[src/rtl/eq_scheduler.sv]
// Arbitrates altitude/battery/BIST requests onto the shared equation datapath.
// Latency LATENCY+1 cycles grant-to-done; requesters hold req until their done pulse.
module eq_scheduler #(
    parameter int LATENCY      = 4,
    parameter int BIST_TIMEOUT = 32
) (
    input  logic        clk,
    input  logic        rst,
    input  logic        alt_req,
    input  logic [7:0]  alt_x1,
    input  logic [7:0]  alt_x2,
    input  logic        bat_req,
    input  logic [7:0]  bat_v,
    input  logic [7:0]  bat_t,
    input  logic [7:0]  bat_c,
    input  logic        bist_req,
    input  logic [7:0]  bist_x1,
    input  logic [7:0]  bist_x2,
    input  logic [7:0]  bist_v,
    input  logic [7:0]  bist_t,
    input  logic [7:0]  bist_c,
    input  logic        bist_sel_eq,
    input  logic        bist_active,
    input  logic        bist_pass,
    input  logic [15:0] result_a,
    input  logic [15:0] result_b,
    output logic [7:0]  dp_x1,
    output logic [7:0]  dp_x2,
    output logic [7:0]  dp_v,
    output logic [7:0]  dp_t,
    output logic [7:0]  dp_c,
    output logic        dp_sel_eq,
    output logic        start_bist,
    output logic        alt_done,
    output logic        bat_done,
    output logic [15:0] alt_result,
    output logic [15:0] bat_result,
    output logic        bist_done,
    output logic        bist_ok,
    output logic        busy
);

    localparam int WCW = (LATENCY > 1) ? $clog2(LATENCY) : 1;
    localparam int BCW = (BIST_TIMEOUT > 1) ? $clog2(BIST_TIMEOUT) : 1;

    typedef enum logic [2:0] {
        IDLE, WAIT, DONE, BIST_START, BIST_RUN, BIST_SAMPLE
    } state_t;

    state_t         state;
    logic           cur_bat;
    logic           last_grant;
    logic           seen_active;
    logic [WCW-1:0] wait_cnt;
    logic [BCW-1:0] bist_cnt;
    logic [7:0]     op_x1, op_x2, op_v, op_t, op_c;
    logic           op_sel;
    logic           pick_bat;

    // Round robin on a tie: BAT only wins if ALT was served last.
    assign pick_bat = bat_req && (!alt_req || !last_grant);

    always_ff @(posedge clk) begin
        if (rst) begin
            state       <= IDLE;
            cur_bat     <= 1'b0;
            last_grant  <= 1'b1;
            seen_active <= 1'b0;
            wait_cnt    <= '0;
            bist_cnt    <= '0;
            op_x1       <= '0;
            op_x2       <= '0;
            op_v        <= '0;
            op_t        <= '0;
            op_c        <= '0;
            op_sel      <= 1'b0;
            start_bist  <= 1'b0;
            alt_done    <= 1'b0;
            bat_done    <= 1'b0;
            alt_result  <= '0;
            bat_result  <= '0;
            bist_done   <= 1'b0;
            bist_ok     <= 1'b0;
            busy        <= 1'b0;
        end else begin
            start_bist <= 1'b0;
            alt_done   <= 1'b0;
            bat_done   <= 1'b0;
            bist_done  <= 1'b0;
            case (state)
                IDLE: begin
                    if (bist_req) begin
                        state      <= BIST_START;
                        start_bist <= 1'b1;
                        busy       <= 1'b1;
                    end else if (alt_req || bat_req) begin
                        state    <= WAIT;
                        busy     <= 1'b1;
                        cur_bat  <= pick_bat;
                        wait_cnt <= '0;
                        op_sel   <= pick_bat;
                        op_x1    <= pick_bat ? 8'd0 : alt_x1;
                        op_x2    <= pick_bat ? 8'd0 : alt_x2;
                        op_v     <= pick_bat ? bat_v : 8'd0;
                        op_t     <= pick_bat ? bat_t : 8'd0;
                        op_c     <= pick_bat ? bat_c : 8'd0;
                    end
                end
                WAIT: begin
                    if (wait_cnt == WCW'(LATENCY - 1)) begin
                        state <= DONE;
                        if (cur_bat) begin
                            bat_result <= result_b;
                            bat_done   <= 1'b1;
                        end else begin
                            alt_result <= result_a;
                            alt_done   <= 1'b1;
                        end
                    end else begin
                        wait_cnt <= wait_cnt + WCW'(1);
                    end
                end
                DONE: begin
                    last_grant <= cur_bat;
                    state      <= IDLE;
                    busy       <= 1'b0;
                end
                BIST_START: begin
                    bist_cnt    <= '0;
                    seen_active <= 1'b0;
                    state       <= BIST_RUN;
                end
                BIST_RUN: begin
                    if (bist_active)
                        seen_active <= 1'b1;
                    if (seen_active && !bist_active) begin
                        state     <= BIST_SAMPLE;
                        bist_done <= 1'b1;
                    end else if (bist_cnt == BCW'(BIST_TIMEOUT - 1)) begin
                        state     <= IDLE;
                        busy      <= 1'b0;
                        bist_ok   <= 1'b0;
                        bist_done <= 1'b1;
                    end else begin
                        bist_cnt <= bist_cnt + BCW'(1);
                    end
                end
                BIST_SAMPLE: begin
                    bist_ok <= bist_pass;
                    state   <= IDLE;
                    busy    <= 1'b0;
                end
                default: begin
                    state <= IDLE;
                    busy  <= 1'b0;
                end
            endcase
        end
    end

    // Operand steering is combinational so BIST vectors reach the datapath the same cycle.
    always_comb begin
        dp_x1     = 8'd0;
        dp_x2     = 8'd0;
        dp_v      = 8'd0;
        dp_t      = 8'd0;
        dp_c      = 8'd0;
        dp_sel_eq = 1'b0;
        case (state)
            WAIT, DONE: begin
                dp_x1     = op_x1;
                dp_x2     = op_x2;
                dp_v      = op_v;
                dp_t      = op_t;
                dp_c      = op_c;
                dp_sel_eq = op_sel;
            end
            BIST_START, BIST_RUN, BIST_SAMPLE: begin
                dp_x1     = bist_x1;
                dp_x2     = bist_x2;
                dp_v      = bist_v;
                dp_t      = bist_t;
                dp_c      = bist_c;
                dp_sel_eq = bist_sel_eq;
            end
            default: ;
        endcase
    end

endmodule

[config.mk]
export PLATFORM = sky130hd
export DESIGN_NAME = eq_scheduler
export DESIGN_NICKNAME = d
export VERILOG_FILES = /design/src/rtl/eq_scheduler.sv
export SDC_FILE = /design/constraint.sdc
export NUM_CORES = 1
export LEC_CHECK = 0
export ABC_AREA = 1
export ABC_CLOCK_PERIOD_IN_PS = 2650
export BUFFER_PORTS_ARGS = -buffer_cell sky130_fd_sc_hd__buf_4
export CORE_MARGIN = 4
export CORE_UTILIZATION = 35
export DETAILED_ROUTE_END_ITERATION = 10
export PLACE_DENSITY = 0.69
export SKIP_LAST_GASP = 1
export SYNTH_ARGS = -nofsm -noshare
export SYNTH_HDL_FRONTEND = slang
export SYNTH_SLANG_ARGS = --single-unit
[constraint.sdc]
create_clock -name clk -period 2.65 [get_ports clk]
set_clock_uncertainty 0.2 [all_clocks]
set_input_delay 0.265 -clock clk [delete_from_list [all_inputs] [get_ports clk]]
set_output_delay 0.265 -clock clk [all_outputs]
set_load 0.02 [all_outputs]
==> flow_metrics.py, run 1 <==
metrics = {
    "detailed_routing": {
        "drt-pass1-iter-count": 4,
        "via_per_inst": 4.78,
        "routed_wl_mm": 13.6,
        "drc": 0,
        "via_count": 4694,
        "antenna_left": 0,
        "drt_iter0_drc": 310,
        "wl_per_cell_um": 13.9,
    },
    "placement": {
        "numPortBuffers": 198,
        "gp_congestion": 0.807,
        "dpl.hpwl_mm": 9.28,
        "place_area_sq_mm": 0.00560,
        "dp_slack_ns": 0.605,
    },
    "synthesis": {
        "syn_nets": 717,
        "synth_mux_area_share_pct": 0,
        "synthCells": 593,
        "ys_ff_latch": 91,
        "seq_area_frac_synth_pct": 45.1,
        "yosys.area_share.simple_pct": 31.6,
        "synth_cell_type_count": 23,
        "syn_avg_cell_area_sq_um": 6.81,
        "netlist_area_sq_mm": 0.00404,
        "synth_xor_xnor_area_share_pct": 0,
        "synthAdderAreaFrac_pct": 1.24,
        "synth_compound_gate_area_share_pct": 15.7,
        "ys_warn_count": 0,
        "synth_top_family_by_area": "simple AND/OR/NAND/NOR gates",
    },
    "worst_setup_path": {
        "crit_arrival_ns": 1.93,
        "start_kind": "register",
        "required_ns": 2.18,
        "critPathCaptureType": "output port",
        "path_class": "reg -> out",
        "critPathMaxFanout": 42,
    },
    "power_and_ir_drop": {
        "vdd_ir_drop_max_mv": 0.392,
        "power_density_mw_per_mm2": 669,
        "p_switching_w": 0.00146,
        "sw_frac_of_total_pct": 33.6,
        "p_comb_share_pct": 32.9,
        "p_int_w": 0.00289,
        "p_leak_nw": 3.07,
        "power_frac_seq_pct": 35.5,
        "clockPowerShare_pct": 31.6,
    },
    "sta": {
        "relSlewSlack_pct": 61.8,
        "slew_violations": 0,
        "tightest_slew_ns": 0.572,
        "rsz0062_at_grt": "no",
        "hold_viol": 0,
        "timing.hold.ws_ns": 0.0128,
        "setup_violations": 0,
        "fin_crit_sh_pct": 90.5,
        "setup_tns_ns": 0,
        "min_period_ns": 2.40,
        "max_freq_mhz": 417,
        "worst_slack_ns": 0.251,
    },
    "clocking": {
        "cts.sinks": 91,
        "postCtsSetupBuffers": 0,
        "cts_root_buf": "clkbuf_16",
        "clk_pin_slew_ns": 0.06,
        "clockBufferDepth": 2,
        "h-tree-depth": 3,
        "cts_made_buffers": 9,
        "cts_tree": "done",
        "post_cts_resized": 0,
        "clk-insertion-delay-late_ns": 0.33,
        "hold_buffers": 58,
    },
    "global_route": {
        "grt_max_degree": 52,
        "grt_pass1_wl_mm": 21.7,
        "track_usage_pct": 20.2,
        "grt_pass1_vias": 4669,
        "grt_antenna_before_repair": 0,
        "overflow": 0,
    },
    "final_layout": {
        "drive_above_1_share_pct": 28.0,
        "area_growth_pct": 61.4,
        "fin_area_sq_mm": 0.00652,
        "utilization_pct": 58.8,
        "fin_nets": 958,
    },
    "floorplan": {
        "top_level_ports": 199,
        "initial_core_util_pct": 36.4,
        "fp.coreArea_sq_mm": 0.0111,
        "die_h_um": 115,
        "die_x_um": 115,
        "die_area_sq_mm": 0.0133,
        "rows": 38,
    },
    "worst_hold_path": {
        "hp-class": "in -> reg",
    },
    "status": {
        "outcome": "completed",
    },
    "flow_run": {
        "maxCapViolations": 0,
    },
}
-- power groups by stage --
stage	Clock, W	Combinational [W]	Sequential [W]
2_1_floorplan	0	0.000833	0.00157
3_3_place_gp	0	0.00134	0.00157
3_5_place_dp	0	0.00137	0.00157
4_1_cts	0.00143	0.00144	0.00154
5_1_grt	0.00149	0.00158	0.00156
6_report	0.00138	0.00143	0.00155
-- metal layers --
metal / routed length (um) / global-route usage, % / vias to the layer above
met2: 6980 / 36.3 / 169
met1: 5380 / 23.2 / 2123
met5: 0 / 0 / -
met4: 128 / 6.18 / 0
li1: - / - / 2388
met3: 1100 / 5.58 / 14
-- worst max-delay path, stage by stage (launching register included) --
cell and delay [ns]:
dfxtp_1 0.38, nor2_1 0.22, nand2_1 0.19, nand2_1 0.10
buf_4 0.32, o21ai_0 0.13, nand2_1 0.11, buf_4 0.15
-- logic make-up (layout without fill, tap and decap cells) --
family / after synthesis / after routing
simple gates: 315 / 315
compound gates: 126 / 126
flops: 91 / 91
buf+inv: 57 / 303
fa+ha+maj: 4 / 4
other cells: 0 / 2
-- area by class of cell --
type                       count  area, sq um
fill                         999         4560
timing repair buffer         264         2140
multi-input combinational    445         1960
sequential                    91         1820
clock buffer                  10          239
tap                          140          175
clock inverter                 6         87.6
inverter                      23         86.3
antenna                        2         5.00
-- synth_stat cells --
cell      number  area share (%)
a21oi_1       49             6.1
buf_2          4            0.50
buf_4          1            0.19
buf_6          4             1.1
clkbuf_1      21             2.0
clkbuf_2       4            0.50
dfxtp_1       91              45
ha_1           4             1.2
inv_1         19             1.8
inv_2          4            0.37
nand2_1      180              17
nand2_2        3            0.46
nand2_4        1            0.28
nand3_1       26             3.2
nand3_4        1            0.43
nand4_1        2            0.31
nor2_1        94             8.7
nor2_2         1            0.16
nor2_4         2            0.56
nor3_1         4            0.50
nor3b_1        1            0.19
o211ai_1       1            0.19
o21ai_0       76             9.4
-- layout by cell type, fill, tap and decap left out --
| cell type | Yosys | routed |
|---|---|---|
| buf_4 | 1 | 205 |
| nand2_1 | 180 | 180 |
| nor2_1 | 94 | 93 |
| dfxtp_1 | 91 | 91 |
| o21ai_0 | 76 | 76 |
| dlygate4sd3_1 | 0 | 58 |
| a21oi_1 | 49 | 49 |
| nand3_1 | 26 | 26 |
| inv_1 | 19 | 19 |
| clkbuf_16 | 0 | 9 |
| inv_2 | 4 | 4 |
| nor3_1 | 4 | 4 |
| ha_1 | 4 | 4 |
| nand2_2 | 3 | 3 |
| diode_2 | 0 | 2 |
| nor2_2 | 1 | 2 |
| nor2_4 | 2 | 2 |
| nand4_1 | 2 | 2 |
| bufinv_16 | 0 | 2 |
| clkinv_2 | 0 | 2 |
| nand2_4 | 1 | 1 |
| nand3_4 | 1 | 1 |
| nor3b_1 | 1 | 1 |
| o211ai_1 | 1 | 1 |
| clkinv_4 | 0 | 1 |
| clkbuf_8 | 0 | 1 |
| inv_6 | 0 | 1 |
| buf_12 | 0 | 1 |
-- state kept, by name, indices dropped and copies added (netlist names) --
name         cells
bat_done         1
bist_ok          1
bist_done        1
start_bist       1
bat_result      16
alt_done         1
seen_active      1
op_t             8
op_x2            8
op_sel           1
op_c             8
op_v             8
alt_result      16
last_grant       1
busy             1
bist_cnt         5
op_x1            8
state            3
wait_cnt         2
-- path summary, 6_finish.rpt --
| kind | end | depth (start not counted) | start | slack, ns |
|---|---|---|---|---|
| worst max-delay path | dp_t[5] | 7 | state[0] | 0.25 |
| worst min-delay path | op_x2[1] | 3 | alt_x2[1] | 0.01 |
| worst max register to register | op_v[6] | 7 | state[0] | 0.64 |
| worst min register to register | op_x2[1] | 2 | op_x2[1] | 0.26 |
-- metrics by stage --
step,std cells,power (W)
after detailed placement,905,0.00294
after global routing,979,0.00463
after global placement,905,0.00291
after floorplan,593,0.00240
after CTS,979,0.00441
final,981,0.00436
Note: power is estimated with default switching activity, not from simulation.
==> inputs of run 2 (changes only) <==
- ABC_AREA: 1 -> default
- PLACE_DENSITY: 0.69 -> 0.68
==> run 2 against run 1 <==
Net effect: sequential share of layout area increased by 0.89 points; synthesized area is 2.3% higher; critical path type unchanged; register-to-register slack worse by 0.32 ns; highest routed layer unchanged.
==> flow_metrics.py, run 2 <==
metrics = {
    "status": {
        "outcome": "completed",
    },
    "detailed_routing": {
        "drc": 0,
        "drt_iter0_drc": 217,
        "via_count": 4015,
        "wl_per_cell_um": 15.0,
        "via_per_inst": 4.83,
        "routed_wl_mm": 12.5,
        "drt-pass1-iter-count": 4,
        "antenna_left": 0,
    },
    "global_route": {
        "overflow": 0,
        "grt_max_degree": 47,
        "track_usage_pct": 17.8,
        "use_met1_pct": 21.7,
        "gr-usage-met3_pct": 4.15,
        "grt_pass1_wl_mm": 19.3,
        "grt_busiest_layer": "met2",
        "gr-usage-met2_pct": 30.8,
        "grt_antenna_before_repair": 0,
        "grt_pass1_vias": 4032,
    },
    "worst_setup_path": {
        "r2r_cells": 4,
        "cp-startpoint": "state[1]",
        "path_cells": "or2b_1 -> a21oi_4 -> buf_4 -> a22o_1 -> buf_4",
        "cpMostUsedCell": "buf_4",
        "r2r_start": "state[2]",
        "crit_arrival_ns": 2.06,
        "start_kind": "register",
        "critPathMaxFanout": 41,
        "required_ns": 2.18,
        "critPathCaptureType": "output port",
        "cpMaxStageDelayCell": "dfxtp_1",
        "path_class": "reg -> out",
        "cp_slowest_stage_delay_ns": 0.49,
    },
    "synthesis": {
        "yosys.area_share.simple_pct": 23.1,
        "async_reset_ff_share_pct": 0,
        "syn_avg_cell_area_sq_um": 8.70,
        "synthTopCellsByArea": "dfxtp_1 44%, mux2i_1 10%, a22o_1 8.7%",
        "synth_xor_xnor_area_share_pct": 0,
        "synth_cell_type_count": 40,
        "ys_warn_count": 0,
        "synth_common_cells": "91 x dfxtp_1, 74 x nand2_1, 51 x nor2_1",
        "syn_nets": 599,
        "synthCells": 475,
        "synth_top_family_by_area": "simple AND/OR/NAND/NOR gates",
        "synth_mux_area_share_pct": 10.5,
        "synthFlopType": "dfxtp_1",
        "synthAdderAreaFrac_pct": 1.21,
        "synth_top_area_share_pct": 44.1,
        "seq_area_frac_synth_pct": 44.1,
        "synth_area_leader_cell": "dfxtp_1",
        "netlist_area_sq_mm": 0.00413,
        "synth_edf_count": 0,
        "synth_compound_gate_area_share_pct": 16.1,
        "synth_most_common_cell": "dfxtp_1",
        "ys_ff_latch": 91,
    },
    "power_and_ir_drop": {
        "vdd_ir_drop_max_mv": 0.308,
        "p_leak_nw": 2.74,
        "power_density_mw_per_mm2": 580,
    },
    "clocking": {
        "cts.sinks": 91,
        "cts_made_buffers": 9,
        "postCtsSetupBuffers": 0,
        "cts_root_buf": "clkbuf_16",
        "clk-insertion-delay-late_ns": 0.33,
        "cts_tree": "done",
        "clk_pin_slew_ns": 0.06,
        "h-tree-depth": 3,
        "clockBufferDepth": 2,
    },
    "placement": {
        "place_area_sq_mm": 0.00568,
        "dp_slack_ns": 0.246,
        "numPortBuffers": 198,
        "dpl.hpwl_mm": 8.63,
        "gp_congestion": 0.782,
    },
    "worst_hold_path": {
        "whs_path_depth": 3,
        "hp-start": "bist_pass",
        "hp-class": "in -> reg",
    },
    "sta": {
        "setup_violations": 0,
        "min_period_ns": 2.53,
        "fin_crit_sh_pct": 95.3,
        "rsz0062_at_grt": "no",
        "setup_tns_ns": 0,
        "hold_viol": 0,
        "slew_violations": 0,
        "relSlewSlack_pct": 26.8,
        "timing.hold.ws_ns": 0.0327,
        "max_freq_mhz": 396,
        "worst_slack_ns": 0.124,
        "tightest_slew_ns": 1.10,
    },
    "flow_run": {
        "maxCapViolations": 0,
    },
    "final_layout": {
        "most-common-layout-cells": "201 x buf_4, 90 x dfxtp_1, 74 x nand2_1",
        "top_regs": "alt_result x16, bat_result x16",
        "area_growth_pct": 53.0,
        "n_fill_cell": 1030,
        "multi_input_area_sq_mm": 0.00212,
        "final_common_cell": "buf_4",
        "fin_area_sq_mm": 0.00632,
        "drive_above_1_share_pct": 32.5,
        "seq_area_sq_mm": 0.00182,
        "n_antenna_cell": 0,
        "fin_nets": 808,
    },
    "floorplan": {
        "rows": 39,
        "die_area_sq_mm": 0.0136,
        "die_h_um": 117,
        "fp.coreArea_sq_mm": 0.0115,
        "initial_core_util_pct": 36.0,
        "die_x_um": 117,
        "top_level_ports": 199,
    },
}
[run 2: repair_timing]
item,4_1_cts,5_1_grt
hold buffers,32,0
hold endpoints to repair,32,0
gates resized for setup,0,1
setup endpoints to repair,0,41
[run 2: worst paths after layout]
kind,end,slack (ns)
worst max-delay path,dp_sel_eq,0.12
worst min-delay path,bist_ok,0.03
worst max register to register,alt_result[9],0.32
worst min register to register,bat_result[10],0.26
[run 2: area by class of cell]
class | instances | share of cell area [%]
Clock inverter | 6 | 1.41
Multi-Input combinational cell | 344 | 33.5
Inverter | 3 | 0.178
Tap cell | 143 | 2.83
Sequential cell | 91 | 28.9
Timing Repair Buffer | 235 | 29.6
Clock buffer | 10 | 3.62
[run 2: layer usage]
layer	wire length (um)	vias up
li1	-	2048
met1	5250	1826
met2	6090	130
met3	958	11
met4	163	0
met5	0	-
[run 2: metrics by stage]
stage,utilization (%),cells,total power [W]
3_3_place_gp,49.5,784,0.00228
3_5_place_dp,49.5,784,0.00229
5_1_grt,55.1,832,0.00384
6_report,55.1,832,0.00366
2_1_floorplan,-,475,0.00197
4_1_cts,55.1,832,0.00371
[run 2: cell families (layout without fill, tap and decap cells)]
| group | after synthesis | count (layout) |
|---|---|---|
| muxes | 43 | 43 |
| AOI/OAI and AO/OA | 97 | 97 |
| adders and majority gates | 4 | 4 |
| DFF | 91 | 91 |
| buffers and inverters | 40 | 254 |
| and+or+nand+nor | 200 | 200 |
[run 2: power breakdown]
part | total [W] | internal [W] | leakage [nW] | switching, W
clock | 0.00137 | 0.000829 | 0.149 | 0.000540
sequential | 0.00147 | 0.00142 | 0.736 | 0.0000474
combinational | 0.000830 | 0.000417 | 1.86 | 0.000413
[run 2: worst max-delay path, delay by kind of cell (launching register included)]
| kind | cells | cell delay, ns |
|---|---|---|
| AO/OA/AOI/OAI | 2 | 0.39 |
| buffers and inverters | 2 | 0.54 |
| flip-flops | 1 | 0.49 |
| AND/OR/NAND/NOR | 1 | 0.30 |
